**src/rtl/keypad_scanner.sv**
```systemverilog
// keypad_scanner: scans a 4x3 telephone keypad matrix, rejects multi-key
// presses, debounces whole-scan results and presents the accepted key as
// one-hot digit levels, star/hash levels, a key code and a one-cycle strobe.
module keypad_scanner #(
    parameter int SCAN_DIV       = 2,
    parameter int DEBOUNCE_SCANS = 3
) (
    input  logic       clk,
    input  logic       clear,
    input  logic [2:0] col_n,
    output logic [3:0] row_n,
    output logic [9:0] keypad,
    output logic       star,
    output logic       hash,
    output logic [3:0] key_code,
    output logic       key_strobe
);

    localparam int DW = (SCAN_DIV > 1) ? $clog2(SCAN_DIV) : 1;
    localparam int CW = $clog2(DEBOUNCE_SCANS + 1);
    localparam logic [DW-1:0] DWELL_LAST = DW'(SCAN_DIV - 1);
    localparam logic [CW-1:0] CNT_FULL   = CW'(DEBOUNCE_SCANS);
    localparam logic [CW-1:0] CNT_ONE    = CW'(1);
    localparam logic [3:0]    KEY_NONE   = 4'hF;

    // Key code at a matrix position: rows 0-2 hold 1..9, row 3 holds *,0,#.
    function automatic logic [3:0] key_at(input logic [1:0] row, input logic [1:0] col);
        logic [3:0] code;
        if (row == 2'd3) begin
            case (col)
                2'd0:    code = 4'd10;
                2'd1:    code = 4'd0;
                default: code = 4'd11;
            endcase
        end else begin
            code = 4'({2'b00, row} * 4'd3 + {2'b00, col} + 4'd1);
        end
        return code;
    endfunction

    // Scanner state
    logic [DW-1:0] dwell_q, dwell_d;
    logic [1:0]    row_q, row_d;
    // Accumulator: hit count saturates at 2 (meaning "two or more")
    logic [1:0]    acc_cnt_q, acc_cnt_d;
    logic [3:0]    acc_code_q, acc_code_d;
    // Debounce state
    logic [3:0]    cand_q, cand_d;
    logic [CW-1:0] cnt_q, cnt_d;
    logic [3:0]    stable_q, stable_d;
    // Registered outputs
    logic [9:0]    keypad_q, keypad_d;
    logic          star_q, star_d;
    logic          hash_q, hash_d;
    logic [3:0]    key_code_q, key_code_d;
    logic          key_strobe_q, key_strobe_d;

    logic          sample;
    logic          scan_end;
    logic [1:0]    row_hits;
    logic [3:0]    row_code;
    logic [2:0]    hit_sum;
    logic [1:0]    seen_cnt;
    logic [3:0]    seen_code;
    logic [3:0]    raw;
    logic          advanced;

    assign sample   = (dwell_q == DWELL_LAST);
    assign scan_end = sample && (row_q == 2'd3);
    assign row_n    = ~(4'b0001 << row_q);

    // Dwell counter and row index: advance row after the last dwell cycle.
    always_comb begin
        dwell_d = dwell_q + DW'(1);
        row_d   = row_q;
        if (sample) begin
            dwell_d = '0;
            row_d   = row_q + 2'd1;
        end
    end

    // Fold the columns of the current row into the scan accumulator; the
    // scan result is formed from the accumulator including the last row.
    always_comb begin
        row_hits = 2'd0;
        row_code = acc_code_q;
        for (int c = 0; c < 3; c++) begin
            if (!col_n[c]) begin
                row_hits = row_hits + 2'd1;
                row_code = key_at(row_q, 2'(c));
            end
        end
        hit_sum   = {1'b0, acc_cnt_q} + {1'b0, row_hits};
        seen_cnt  = acc_cnt_q;
        seen_code = acc_code_q;
        if (sample) begin
            seen_cnt  = (hit_sum >= 3'd2) ? 2'd2 : hit_sum[1:0];
            seen_code = row_code;
        end
        raw        = (seen_cnt == 2'd1) ? seen_code : KEY_NONE;
        acc_cnt_d  = scan_end ? 2'd0 : seen_cnt;
        acc_code_d = scan_end ? KEY_NONE : seen_code;
    end

    // Debounce: commit the candidate once it has been seen on enough
    // consecutive scans; a saturated count holds without re-committing.
    always_comb begin
        cand_d   = cand_q;
        cnt_d    = cnt_q;
        stable_d = stable_q;
        advanced = 1'b0;
        if (scan_end) begin
            if (raw != cand_q) begin
                cand_d   = raw;
                cnt_d    = CNT_ONE;
                advanced = 1'b1;
            end else if (cnt_q < CNT_FULL) begin
                cnt_d    = cnt_q + CNT_ONE;
                advanced = 1'b1;
            end
            if (advanced && (cnt_d == CNT_FULL)) begin
                stable_d = cand_d;
            end
        end
    end

    // Output decode from the next stable value so levels and strobe land on
    // the same edge that commits the key.
    always_comb begin
        keypad_d     = (stable_d < 4'd10) ? (10'd1 << stable_d) : 10'd0;
        star_d       = (stable_d == 4'd10);
        hash_d       = (stable_d == 4'd11);
        key_code_d   = stable_d;
        key_strobe_d = (stable_d != stable_q) && (stable_d != KEY_NONE);
    end

    // State and output registers with asynchronous clear.
    always_ff @(posedge clk or posedge clear) begin
        if (clear) begin
            dwell_q      <= '0;
            row_q        <= 2'd0;
            acc_cnt_q    <= 2'd0;
            acc_code_q   <= KEY_NONE;
            cand_q       <= KEY_NONE;
            cnt_q        <= '0;
            stable_q     <= KEY_NONE;
            keypad_q     <= 10'd0;
            star_q       <= 1'b0;
            hash_q       <= 1'b0;
            key_code_q   <= KEY_NONE;
            key_strobe_q <= 1'b0;
        end else begin
            dwell_q      <= dwell_d;
            row_q        <= row_d;
            acc_cnt_q    <= acc_cnt_d;
            acc_code_q   <= acc_code_d;
            cand_q       <= cand_d;
            cnt_q        <= cnt_d;
            stable_q     <= stable_d;
            keypad_q     <= keypad_d;
            star_q       <= star_d;
            hash_q       <= hash_d;
            key_code_q   <= key_code_d;
            key_strobe_q <= key_strobe_d;
        end
    end

    assign keypad     = keypad_q;
    assign star       = star_q;
    assign hash       = hash_q;
    assign key_code   = key_code_q;
    assign key_strobe = key_strobe_q;

endmodule

```
**config.mk**
```make
export PLATFORM = sky130hd
export DESIGN_NAME = keypad_scanner
export DESIGN_NICKNAME = d
export VERILOG_FILES = /design/src/rtl/keypad_scanner.sv
export SDC_FILE = /design/constraint.sdc
export NUM_CORES = 1
export LEC_CHECK = 0
export BUFFER_PORTS_ARGS = -buffer_cell sky130_fd_sc_hd__buf_2
export CAP_MARGIN = 5
export CELL_PAD_IN_SITES_DETAIL_PLACEMENT = 1
export CELL_PAD_IN_SITES_GLOBAL_PLACEMENT = 1
export CORE_ASPECT_RATIO = 0.6
export CORE_MARGIN = 2
export CORE_UTILIZATION = 40
export DETAILED_ROUTE_END_ITERATION = 16
export PLACE_DENSITY = 0.79
export SLEW_MARGIN = 0
export SYNTH_ARGS = -nofsm -noshare
export SYNTH_HDL_FRONTEND = slang
export SYNTH_SLANG_ARGS = --single-unit
```
**constraint.sdc**
```tcl
create_clock -name clk -period 2.7 [get_ports clk]
set_input_delay 0.135 -clock clk [delete_from_list [all_inputs] [get_ports clk]]
set_output_delay 0.135 -clock clk [all_outputs]
set_load 0.05 [all_outputs]
```
==> reports/metrics.json, run 1 <==
{
  "status": {
    "outcome": "finished with violations",
    "violations_in_the_final_reports": "negative setup slack"
  },
  "worst_setup_path": {
    "critPathKind": "reg2reg",
    "timing.critical_path.to_type": "flop",
    "crit_path_max_incr_delay_ps": 510,
    "crit_arrival_ps": 2980,
    "crit_path_max_fanout": 13,
    "critical_path.top_delay_family": "compound AO/OA/AOI/OAI gates",
    "critPathBufInv": 2,
    "cells_along_the_critical_path": "ha_2, inv_2, fa_1, nand4_1, a221oi_2, a21oi_2, a211oi_4, nand4_4, buf_12, mux2i_1",
    "timing.critical_path.required_ps": 2890,
    "critical_path_source_type": "flop",
    "cp_slowest_cell": "sky130_fd_sc_hd__fa_1"
  },
  "timing": {
    "maxSlewViolCount": 0,
    "max-slew-margin-rel_pct": 31.04,
    "layout_worst_path_cycle_share_pct": 103.5,
    "worst_slack_ps": -95.49,
    "final.hold.worst_slack_ps": 96.82,
    "max_slew.worst_pin.slew_ps": 1033,
    "timing.final.hold_violations": 0,
    "finalSetupViolCount": 17,
    "grt_setup_unrepaired": "yes",
    "period_needed_ps": 2795,
    "timing.clock.skew_ps": 6.752,
    "max_freq_mhz": 357.7
  },
  "routing": {
    "drt.antenna.violating_nets": 0,
    "vias": 1674,
    "detail_route.iter0.violations": 144,
    "finalWirelength_mm": 5.543,
    "drt_pre_antenna_iters": 4,
    "vias_per_cell": 5.365,
    "drc": 0,
    "wire_per_inst_microns": 17.77
  },
  "clocking": {
    "cts-root-buf": "sky130_fd_sc_hd__clkbuf_8",
    "clock_sink_count": 32,
    "clkTransAtPathRegs_ps": 70,
    "tritoncts": "done",
    "htree_num_levels": 2,
    "cts_made_buffers": 5,
    "cts_hold_buffers": 0,
    "cts.path.max_buffers": 2,
    "clk-insertion-delay-late_ps": 280
  },
  "floorplan": {
    "fp.dieArea_sq_um": 5559,
    "core_area_sq_um": 4683,
    "dieHeight_microns": 58.56,
    "chipWidth_microns": 94.93,
    "placement_rows": 19,
    "top_level_ports": 26,
    "initial_core_util_pct": 42.37
  },
  "placement": {
    "gp_routability_congestion": 0.8585,
    "dp.final_hpwl_mm": 4.202,
    "io_buffer_count": 25,
    "detailed_place.area_sq_um": 2296
  },
  "cells_and_area": {
    "final_area_sq_um": 2464,
    "fillCellCount": 544,
    "share_of_final_layout_standard_cells_stronger_than_drive_strength_1_pct": 34.54,
    "area_growth_syn_to_layout_pct": 24.15,
    "postLayoutCoreUtil_pct": 52.60,
    "layout.nets": 264,
    "antenna-diode-count": 0
  },
  "yosys": {
    "synthesized_area_sq_um": 1984,
    "yosysMostFrequentCell": "sky130_fd_sc_hd__nand2_1",
    "proportion_of_synthesized_flip_flops_having_asynchronous_set_or_reset_pct": 100.0,
    "fraction_of_post_synthesis_cell_area_in_the_top_cell_type_by_area_pct": 25.22,
    "synthTopCellsByCount": "sky130_fd_sc_hd__nand2_1, sky130_fd_sc_hd__dfrtp_1, sky130_fd_sc_hd__inv_1, sky130_fd_sc_hd__nand3_1, sky130_fd_sc_hd__mux2i_1",
    "synth_top_cell_by_area": "sky130_fd_sc_hd__dfrtp_1",
    "synth_flop_cell": "sky130_fd_sc_hd__dfrtp_1",
    "synth_seq_cells": 32,
    "synthCells": 205,
    "synth_sequential_area_ratio_pct": 41.11,
    "netlist-cell-type-count": 51,
    "synth-warning-count": 0,
    "syn-mean-instance-area_sq_um": 9.680,
    "top_cells_by_area_synth": "sky130_fd_sc_hd__dfrtp_1, sky130_fd_sc_hd__dfstp_2, sky130_fd_sc_hd__mux2i_1",
    "mappedNetlistNets": 221,
    "synth-edff-count": 0
  },
  "pwr": {
    "power.leakage_nw": 1.200,
    "vdd.ir_drop.worst_v": 0.0004566,
    "pwr_density_cell_nw_per_um2": 700.9
  },
  "global_routing": {
    "number_of_antenna_violations_at_the_first_check_in_global_routing": 0,
    "grt_first_pass_wirelength_mm": 8.997,
    "overflow": 0,
    "first_global_vias": 1660,
    "grt_use_total_pct": 21.65,
    "pin_count_of_the_biggest_net_entering_global_routing": 28
  },
  "hold_path": {
    "min-delay-path-class": "in2async"
  },
  "run": {
    "drv_cap": 0
  }
}
-- state kept, by name, summed over array words and instances, names as in the netlist --
name,count
acc_cnt_q,2
acc_code_q,4
cand_q,4
cnt_q,2
dwell_q,1
hash,1
key_code,4
key_strobe,1
keypad,10
row_q,2
star,1
-- path summary, 6_finish.rpt --
| kind | start | endpoint | slack, ps | cells after the start |
|---|---|---|---|---|
| max | acc_cnt_q[0] | star | -100 | 10 |
| min | clear | keypad[9] | 100 | 2 |
| max reg2reg | acc_cnt_q[0] | star | -100 | 10 |
| min reg2reg | cand_q[0] | cand_q[0] | 480 | 2 |
| max in group asynchronous | clear | cand_q[2] | 1830 | 3 |
| min in group clk | cand_q[0] | cand_q[0] | 480 | 2 |
-- layout by cell type (no fill, tap or decap), drive strengths merged, types with 2 or more instances in the layout --
cell type	instances
buf	46
nand2	23
dfrtp	20
inv	16
nand3	14
mux2i	13
dfstp	12
ha	10
nand4	9
nor2	8
clkbuf	8
a21oi	7
o21ai	7
nor2b	6
nor3	5
xnor2	4
a211oi	4
a21o	3
mux2	3
xor2	3
o211ai	2
and3	2
or3	2
nand2b	2
a31oi	2
and2	2
-- area by class of cell --
class                   instances  area [sq um]  share of cell area, %
clock buffers                   8         100.1                  4.063
inverters                      16         60.06                  2.438
multi-input cells             147          1097                  44.54
flip-flops and latches         32         815.8                  33.11
well taps                      63         78.83                  3.200
repair buffers                 46         311.5                  12.65
-- worst register-to-register path: stages, from the launching register on --
cell                       delay, ps
sky130_fd_sc_hd__dfrtp_1         390
sky130_fd_sc_hd__ha_2            190
sky130_fd_sc_hd__inv_2            40
sky130_fd_sc_hd__fa_1            510
sky130_fd_sc_hd__nand4_1         240
sky130_fd_sc_hd__a221oi_2        390
sky130_fd_sc_hd__a21oi_2         120
sky130_fd_sc_hd__a211oi_4        240
sky130_fd_sc_hd__nand4_4         190
sky130_fd_sc_hd__buf_12          210
sky130_fd_sc_hd__mux2i_1         190
-- cell families (layout without fill, tap and decap cells) --
group	after synthesis	in the layout	share of synthesized area (%)
AO/OA/AOI/OAI	34	34	12.99
buffers and inverters	26	70	5.737
AND/OR/NAND/NOR	79	79	21.50
XOR/XNOR	7	7	3.090
flip-flops	32	32	41.11
adder cells (fa/ha/maj)	11	11	7.314
multiplexers	16	16	8.259
-- metal layers --
| layer | routed length (microns) | vias up | global-route usage (%) |
|---|---|---|---|
| met5 | 0 | - | 0 |
| met4 | 29 | 0 | 2.484 |
| met3 | 271 | 4 | 5.250 |
| met2 | 2344 | 45 | 31.00 |
| met1 | 2898 | 823 | 34.04 |
| li1 | - | 802 | - |
-- per-stage QoR --
step                      power (mW)  worst slack (ps)  setup TNS [ps]  std cells
after CTS                      1.724            -62.65          -288.8        311
after global placement         1.282            -257.4           -3453        301
after global routing           1.816            -155.8           -1954        312
final                          1.727            -95.49          -832.7        312
after floorplan                1.124             15.38               0        205
after detailed placement       1.306            -440.7           -6860        301
-- power by group --
| group | switching [mW] | internal, mW |
|---|---|---|
| registers | 0.102 | 0.591 |
| logic | 0.419 | 0.211 |
| clock network | 0.171 | 0.233 |
-- repair_timing --
| item | in CTS | in global routing |
|---|---|---|
| gates resized for setup | 6 | 6 |
| setup endpoints to repair | 15 | 19 |
| hold endpoints to repair | 0 | 0 |
| pin swaps | 2 | 1 |
| setup buffers | 2 | 1 |
(Power assumes the default switching activity.)
==> run 2, diff against run 1 <==
CORE_UTILIZATION = 44   (was 40)
PLACE_DENSITY = 0.83   (was 0.79)
clock period = 3.1 ns   (was 2.7 ns; I/O delays follow)
==> run 2 against run 1 <==
  * The flow now finishes without violations
  * Clock skew shrank 3.5 ps
  * First-iteration DRC count shrank 38%
  * Critical path depth grew 3
  * Register-to-register slack gained 390 ps
  * Final cell count shrank 3.8%
==> reports/metrics.json, run 2 (synthesis results as in run 1) <==
{
  "clocking": {
    "cts_hold_buffers": {"value": 0, "change": "unchanged"},
    "htree_num_levels": {"value": 2, "change": "unchanged"},
    "tritoncts": "done",
    "cts_made_buffers": {"value": 5, "change": "unchanged"},
    "clk-insertion-delay-late": {"value": 280, "unit": "ps", "change": "about the same"},
    "clkTransAtPathRegs": {"value": 70, "unit": "ps", "change": "about the same"},
    "cts-root-buf": "sky130_fd_sc_hd__clkbuf_8",
    "clock_sink_count": {"value": 32, "change": "unchanged"},
    "cts.path.max_buffers": {"value": 2, "change": "unchanged"}
  },
  "global_routing": {
    "grt_first_pass_wirelength": {"value": 8.921, "unit": "mm", "change": "-0.84%"},
    "pin_count_of_the_biggest_net_entering_global_routing": {"value": 23, "change": "-18%"},
    "grt_use_total": {"value": 22.97, "unit": "%", "change": "+1.3 points"},
    "number_of_antenna_violations_at_the_first_check_in_global_routing": {"value": 0, "change": "unchanged"},
    "first_global_vias": {"value": 1684, "change": "+1.4%"},
    "overflow": {"value": 0, "change": "unchanged"}
  },
  "pwr": {
    "clock_power_share": {"value": 22.9, "unit": "%", "change": "-0.5 points"},
    "pwr_density_cell": {"value": 631.8, "unit": "nW/um^2", "change": "-9.9%"},
    "power.leakage": {"value": 1.148, "unit": "nW", "change": "-4.3%"},
    "total_power": {"value": 1.462, "unit": "mW", "change": "-15%"},
    "share_seq_of_total_power": {"value": 41.3, "unit": "%", "change": "+1.1 points"},
    "power.net_switching": {"value": 599.7, "unit": "uW", "change": "-13%"},
    "swShare": {"value": 41.01, "unit": "%", "change": "+0.94 points"},
    "vdd.ir_drop.worst": {"value": 0.0004450, "unit": "V", "change": "-2.5%"},
    "comb_power_share": {"value": 35.8, "unit": "%", "change": "-0.7 points"},
    "intPower": {"value": 862.7, "unit": "uW", "change": "-17%"}
  },
  "cells_and_area": {
    "antenna-diode-count": {"value": 0, "change": "unchanged"},
    "area_growth_syn_to_layout_pct": 16.65,
    "share_of_final_layout_standard_cells_stronger_than_drive_strength_1": {"value": 26.25, "unit": "%", "change": "-8.3 points"},
    "largest_reg_flops": {"value": 10, "change": "unchanged"},
    "layout.nets": {"value": 255, "change": "-3.4%"},
    "final_common_cell": "sky130_fd_sc_hd__buf_2",
    "mostFrequentLayoutCells": "sky130_fd_sc_hd__buf_2, sky130_fd_sc_hd__nand2_1, sky130_fd_sc_hd__dfrtp_1",
    "fillCellCount": {"value": 508, "change": "-6.6%"},
    "postLayoutCoreUtil": {"value": 54.96, "unit": "%", "change": "+2.4 points"}
  },
  "placement": {
    "gp_routability_congestion": {"value": 0.8253, "change": "-3.9%"},
    "io_buffer_count": {"value": 25, "change": "unchanged"},
    "dp.final_hpwl": {"value": 4.071, "unit": "mm", "change": "-3.1%"},
    "preCtsSetupSlack": {"value": -147.4, "unit": "ps", "change": "+293.2 ps"}
  },
  "routing": {
    "vias_per_cell": {"value": 5.463, "change": "+1.8%"},
    "drt_pre_antenna_iters": {"value": 4, "change": "unchanged"},
    "drt.antenna.violating_nets": {"value": 0, "change": "unchanged"},
    "drc": {"value": 0, "change": "unchanged"},
    "detail_route.iter0.violations": {"value": 89, "change": "-38%"},
    "vias": {"value": 1639, "change": "-2.1%"},
    "finalWirelength": {"value": 5.332, "unit": "mm", "change": "-3.8%"},
    "wire_per_inst": {"value": 17.77, "unit": "microns", "change": "about the same"}
  },
  "timing": {
    "finalSetupViolCount": {"value": 0, "change": "-17"},
    "timing.final.hold_violations": {"value": 0, "change": "unchanged"},
    "max_slew.worst_pin.slew": {"value": 842.8, "unit": "ps", "change": "-190.5 ps"},
    "timing.clock.skew": {"value": 3.236, "unit": "ps", "change": "-3.515 ps"},
    "layout_worst_path_cycle_share_pct": 93.88,
    "period_needed_ps": 2910,
    "maxSlewViolCount": {"value": 0, "change": "unchanged"},
    "max-slew-margin-rel": {"value": 43.75, "unit": "%", "change": "+13 points"},
    "worst_slack": {"value": 189.8, "unit": "ps", "change": "+285.3 ps"},
    "max_freq_mhz": 343.6
  },
  "floorplan": {
    "dieHeight": {"value": 56.02, "unit": "microns", "change": "-4.3%"},
    "chipWidth": {"value": 90.70, "unit": "microns", "change": "-4.5%"},
    "top_level_ports": {"value": 26, "change": "unchanged"},
    "placement_rows": {"value": 18, "change": "-1"},
    "initial_core_util": {"value": 47.12, "unit": "%", "change": "+4.7 points"},
    "core_area": {"value": 4212, "unit": "sq um", "change": "-10%"},
    "fp.dieArea": {"value": 5081, "unit": "sq um", "change": "-8.6%"}
  },
  "hold_path": {
    "min-delay-path-class": "in2async"
  },
  "worst_setup_path": {
    "timing.critical_path.to_type": "flop",
    "crit_arrival": {"value": 3110, "unit": "ps", "change": "+130 ps"},
    "crit-reg2reg-launch": "acc_cnt_q[0]",
    "worstSetupStartpoint": "col_n[0]",
    "crit_path_max_fanout": {"value": 6, "change": "-7"},
    "setup.reg_to_reg.worst_slack": {"value": 290, "unit": "ps", "change": "+390 ps"},
    "critical_path.endpoint": "key_code[0]",
    "r2r-end": "key_code[0]",
    "critical_path_source_type": "input pin",
    "timing.critical_path.required": {"value": 3300, "unit": "ps", "change": "+410 ps"},
    "critPathKind": "in2reg",
    "reg2reg_depth": {"value": 9, "change": "-1"}
  },
  "status": {
    "outcome": "completed"
  },
  "run": {
    "drv_cap": {"value": 0, "change": "unchanged"}
  }
}
==> run 2: metal layers <==
| metal | vias to the layer above | global-route usage [%] | wire length (microns) |
|---|---|---|---|
| met3 | 10 | 5.556 | 359 |
| met2 | 53 | 32.52 | 2251 |
| met4 | 0 | 7.253 | 70 |
| met5 | - | 0 | 0 |
| met1 | 793 | 34.24 | 2650 |
| li1 | 783 | - | - |
==> run 2: how the worst min path moves through the flow <==
| stage | start | endpoint | slack [ps] | cells after the start |
|---|---|---|---|---|
| 2_1_floorplan | clear | acc_cnt_q[0] | 260 | 1 |
| 3_3_place_gp | clear | hash | 350 | 2 |
| 3_5_place_dp | clear | hash | 360 | 2 |
| 4_1_cts | clear | hash | 50 | 2 |
| 5_1_grt | clear | hash | 80 | 2 |
| 6_report | clear | hash | 30 | 2 |
==> run 2: layout make-up <==
cell class              count  area, sq um  share of cell area [%]
multi-input cells         147         1055                   45.57
flip-flops and latches     32        815.8                   35.24
repair buffers             37        219.0                   9.459
clock buffers               8        90.09                   3.892
well taps                  60        75.07                   3.243
inverters                  16        60.06                   2.595
==> run 2: worst max-delay path: stages <==
cell and delay [ps]:
sky130_fd_sc_hd__buf_2 100, sky130_fd_sc_hd__inv_1 60, sky130_fd_sc_hd__ha_1 300, sky130_fd_sc_hd__xnor2_1 140, sky130_fd_sc_hd__ha_1 160, sky130_fd_sc_hd__inv_1 40
sky130_fd_sc_hd__fa_1 510, sky130_fd_sc_hd__nand4_1 240, sky130_fd_sc_hd__a21oi_1 270, sky130_fd_sc_hd__nand4_1 210, sky130_fd_sc_hd__a211oi_4 370, sky130_fd_sc_hd__nand4_4 180
sky130_fd_sc_hd__mux2_1 370
==> run 2: power groups by stage <==
stage	clock, mW	sequential, mW	combinational [mW]
floorplan	0	0.709	0.264
global placement	0	0.604	0.490
detailed placement	0	0.608	0.503
CTS	0.340	0.604	0.509
global route	0.359	0.619	0.558
finish	0.335	0.604	0.523
==> run 2: per-stage QoR <==
step,setup TNS [ps],instance area (sq um),hold slack [ps],instances
after floorplan,0,1984,262.3,205
after global placement,0,2206,349.3,290
after detailed placement,-1665,2206,358.1,290
after CTS,0,2296,51.20,298
after global routing,-3.274,2315,81.59,300
final,0,2315,32.40,300
==> run 2: repair_timing <==
item                                    in CTS  in global routing
gates resized for setup                      0                  1
buffers inserted                             0                  2
endpoints found under the setup margin       0                 14
==> run 3, diff against run 2 <==
RECOVER_POWER = 50   (was unset)
==> run 3 against run 2 <==
  * Combinational power down 1%
  * Clock skew is 1.5 ps higher
  * Final cell count did not move
  * Via count fell by 0.49%
==> reports/metrics.json, run 3 (synthesis results as in run 1) <==
{
  "clocking": {
    "clock_sink_count": {"value": 32, "change": "unchanged"},
    "clk-insertion-delay-late": {"value": 280, "unit": "ps", "change": "about the same"},
    "cts-root-buf": "sky130_fd_sc_hd__clkbuf_8",
    "htree_num_levels": {"value": 2, "change": "unchanged"},
    "clkTransAtPathRegs": {"value": 70, "unit": "ps", "change": "about the same"},
    "cts_made_buffers": {"value": 5, "change": "unchanged"},
    "tritoncts": "done",
    "cts.path.max_buffers": {"value": 2, "change": "unchanged"}
  },
  "floorplan": {
    "initial_core_util": {"value": 47.12, "unit": "%", "change": "unchanged"},
    "core_area": {"value": 4212, "unit": "sq um", "change": "unchanged"},
    "fp.dieArea": {"value": 5081, "unit": "sq um", "change": "unchanged"},
    "top_level_ports": {"value": 26, "change": "unchanged"},
    "chipWidth": {"value": 90.70, "unit": "microns", "change": "unchanged"},
    "dieHeight": {"value": 56.02, "unit": "microns", "change": "unchanged"},
    "placement_rows": {"value": 18, "change": "unchanged"}
  },
  "worst_setup_path": {
    "critPathKind": "in2reg",
    "crit_path_max_fanout": {"value": 6, "change": "unchanged"},
    "crit_arrival": {"value": 3100, "unit": "ps", "change": "about the same"},
    "timing.critical_path.required": {"value": 3300, "unit": "ps", "change": "about the same"},
    "setup.reg_to_reg.worst_slack": {"value": 300, "unit": "ps", "change": "about the same"},
    "critical_path_source_type": "input pin",
    "timing.critical_path.to_type": "flop"
  },
  "cells_and_area": {
    "final-instance-count-excl-fill": {"value": 300, "change": "unchanged"},
    "mostFrequentLayoutCells": "sky130_fd_sc_hd__nand2_1, sky130_fd_sc_hd__dfrtp_1, sky130_fd_sc_hd__inv_1",
    "largest_reg_flops": {"value": 10, "change": "unchanged"},
    "share_of_final_layout_standard_cells_stronger_than_drive_strength_1": {"value": 21.25, "unit": "%", "change": "-5.0 points"},
    "antenna-diode-count": {"value": 0, "change": "unchanged"},
    "fillCellCount": {"value": 508, "change": "unchanged"},
    "final_common_cell": "sky130_fd_sc_hd__nand2_1",
    "area_growth_syn_to_layout_pct": 15.64,
    "layout.nets": {"value": 255, "change": "unchanged"}
  },
  "timing": {
    "max_slew.worst_pin.slew": {"value": 845.3, "unit": "ps", "change": "+2.445 ps"},
    "max-slew-margin-rel": {"value": 43.59, "unit": "%", "change": "-0.16 points"},
    "timing.final.hold_violations": {"value": 0, "change": "unchanged"},
    "maxSlewViolCount": {"value": 0, "change": "unchanged"},
    "timing.clock.skew": {"value": 4.691, "unit": "ps", "change": "+1.455 ps"},
    "layout_worst_path_cycle_share": {"value": 93.56, "unit": "%", "change": "-0.31 points"},
    "final.hold.worst_slack": {"value": 33.18, "unit": "ps", "change": "+0.7787 ps"},
    "period_needed": {"value": 2900, "unit": "ps", "change": "-9.742 ps"},
    "finalSetupViolCount": {"value": 0, "change": "unchanged"},
    "finalSetupTns": {"value": 0, "unit": "ps", "change": "unchanged"},
    "max_freq": {"value": 344.8, "unit": "MHz", "change": "+0.34%"}
  },
  "pwr": {
    "pwr_density_cell": {"value": 635.0, "unit": "nW/um^2", "change": "+0.50%"},
    "power.leakage": {"value": 1.098, "unit": "nW", "change": "-4.4%"},
    "vdd.ir_drop.worst": {"value": 0.0004453, "unit": "V", "change": "about the same"}
  },
  "global_routing": {
    "grt_first_pass_wirelength": {"value": 8.921, "unit": "mm", "change": "unchanged"},
    "pin_count_of_the_biggest_net_entering_global_routing": {"value": 23, "change": "unchanged"},
    "first_global_vias": {"value": 1684, "change": "unchanged"},
    "number_of_antenna_violations_at_the_first_check_in_global_routing": {"value": 0, "change": "unchanged"},
    "overflow": {"value": 0, "change": "unchanged"},
    "grt_use_total": {"value": 22.97, "unit": "%", "change": "unchanged"}
  },
  "status": {
    "outcome": "completed"
  },
  "placement": {
    "io_buffer_count": {"value": 25, "change": "unchanged"},
    "gp_routability_congestion": {"value": 0.8253, "change": "unchanged"},
    "dp.final_hpwl": {"value": 4.071, "unit": "mm", "change": "unchanged"},
    "numPlacedInstances": {"value": 290, "change": "unchanged"}
  },
  "routing": {
    "detail_route.iter0.violations": {"value": 89, "change": "unchanged"},
    "drt.antenna.violating_nets": {"value": 0, "change": "unchanged"},
    "drt_pre_antenna_iters": {"value": 4, "change": "unchanged"},
    "wire_per_inst": {"value": 17.82, "unit": "microns", "change": "+0.26%"},
    "vias": {"value": 1631, "change": "-0.49%"},
    "drc": {"value": 0, "change": "unchanged"},
    "finalWirelength": {"value": 5.346, "unit": "mm", "change": "+0.26%"},
    "vias_per_cell": {"value": 5.437, "change": "-0.49%"}
  },
  "hold_path": {
    "min-delay-path-class": "in2async"
  },
  "run": {
    "drv_cap": {"value": 0, "change": "unchanged"}
  }
}
[run 3: changes by cell type in the layout (fill, tap and decap cells not counted)]
cell / delta
sky130_fd_sc_hd__buf_2: -10
sky130_fd_sc_hd__buf_4: -2
sky130_fd_sc_hd__clkbuf_1: +12
[run 3: per-stage QoR]
| stage | instance area (sq um) | power [mW] | setup slack, ps | utilization (%) |
|---|---|---|---|---|
| global route | 2295 | 1.531 | -1.686 | 54.49 |
| detailed placement | 2206 | 1.111 | -147.4 | 52.38 |
| global placement | 2206 | 1.094 | 62.66 | 52.38 |
| floorplan | 1984 | 0.9734 | 304.9 | - |
| CTS | 2296 | 1.453 | 153.8 | 54.52 |
| finish | 2295 | 1.457 | 199.6 | 54.49 |
[run 3: layout make-up]
class / instances / area (sq um) / area share [%]
multi-input combinational: 147 / 1055 / 45.97
timing repair buffer: 37 / 198.9 / 8.670
tap: 60 / 75.07 / 3.272
clock buffer: 8 / 90.09 / 3.926
inverter: 16 / 60.06 / 2.617
sequential: 32 / 815.8 / 35.55
[run 3: what timing repair did]
action | CTS | global route
setup endpoints to repair | 0 | 14
gates resized for setup | 0 | 1
buffers inserted | 0 | 2
hold buffers | 0 | 0
[run 3: path summary, 6_finish.rpt]
check / start / end / depth (start not counted)
worst max-delay path: col_n[0] / key_code[0] / 13
worst min-delay path: clear / hash / 2
worst max register to register: acc_cnt_q[0] / key_code[0] / 9
worst min register to register: cand_q[0] / cand_q[0] / 2
max in group asynchronous: clear / key_code[2] / 3
min in group clk: col_n[2] / acc_code_q[3] / 4
[run 3: power breakdown]
group          switching (mW)  leakage, nW  internal (mW)  total (mW)
Sequential             0.0906        0.394          0.515       0.606
Combinational           0.357        0.659          0.160       0.517
Clock                   0.153       0.0455          0.181       0.334
[run 3: routing by layer]
layer  routed length, microns  global-route usage, %  vias up
met1                     2711                  34.24      794
met5                        0                      0        -
met2                     2265                  32.52       45
met3                      316                  5.556        7
li1                         -                      -      785
met4                       53                  7.253        0
[run 3: worst max-delay path, cell delays in order]
cell and delay, ps:
sky130_fd_sc_hd__buf_2 100, sky130_fd_sc_hd__inv_1 60, sky130_fd_sc_hd__ha_1 300, sky130_fd_sc_hd__xnor2_1 140, sky130_fd_sc_hd__ha_1 160, sky130_fd_sc_hd__inv_1 40, sky130_fd_sc_hd__fa_1 510, sky130_fd_sc_hd__nand4_1 240
sky130_fd_sc_hd__a21oi_1 270, sky130_fd_sc_hd__nand4_1 200, sky130_fd_sc_hd__a211oi_4 370, sky130_fd_sc_hd__nand4_4 180, sky130_fd_sc_hd__mux2_1 370
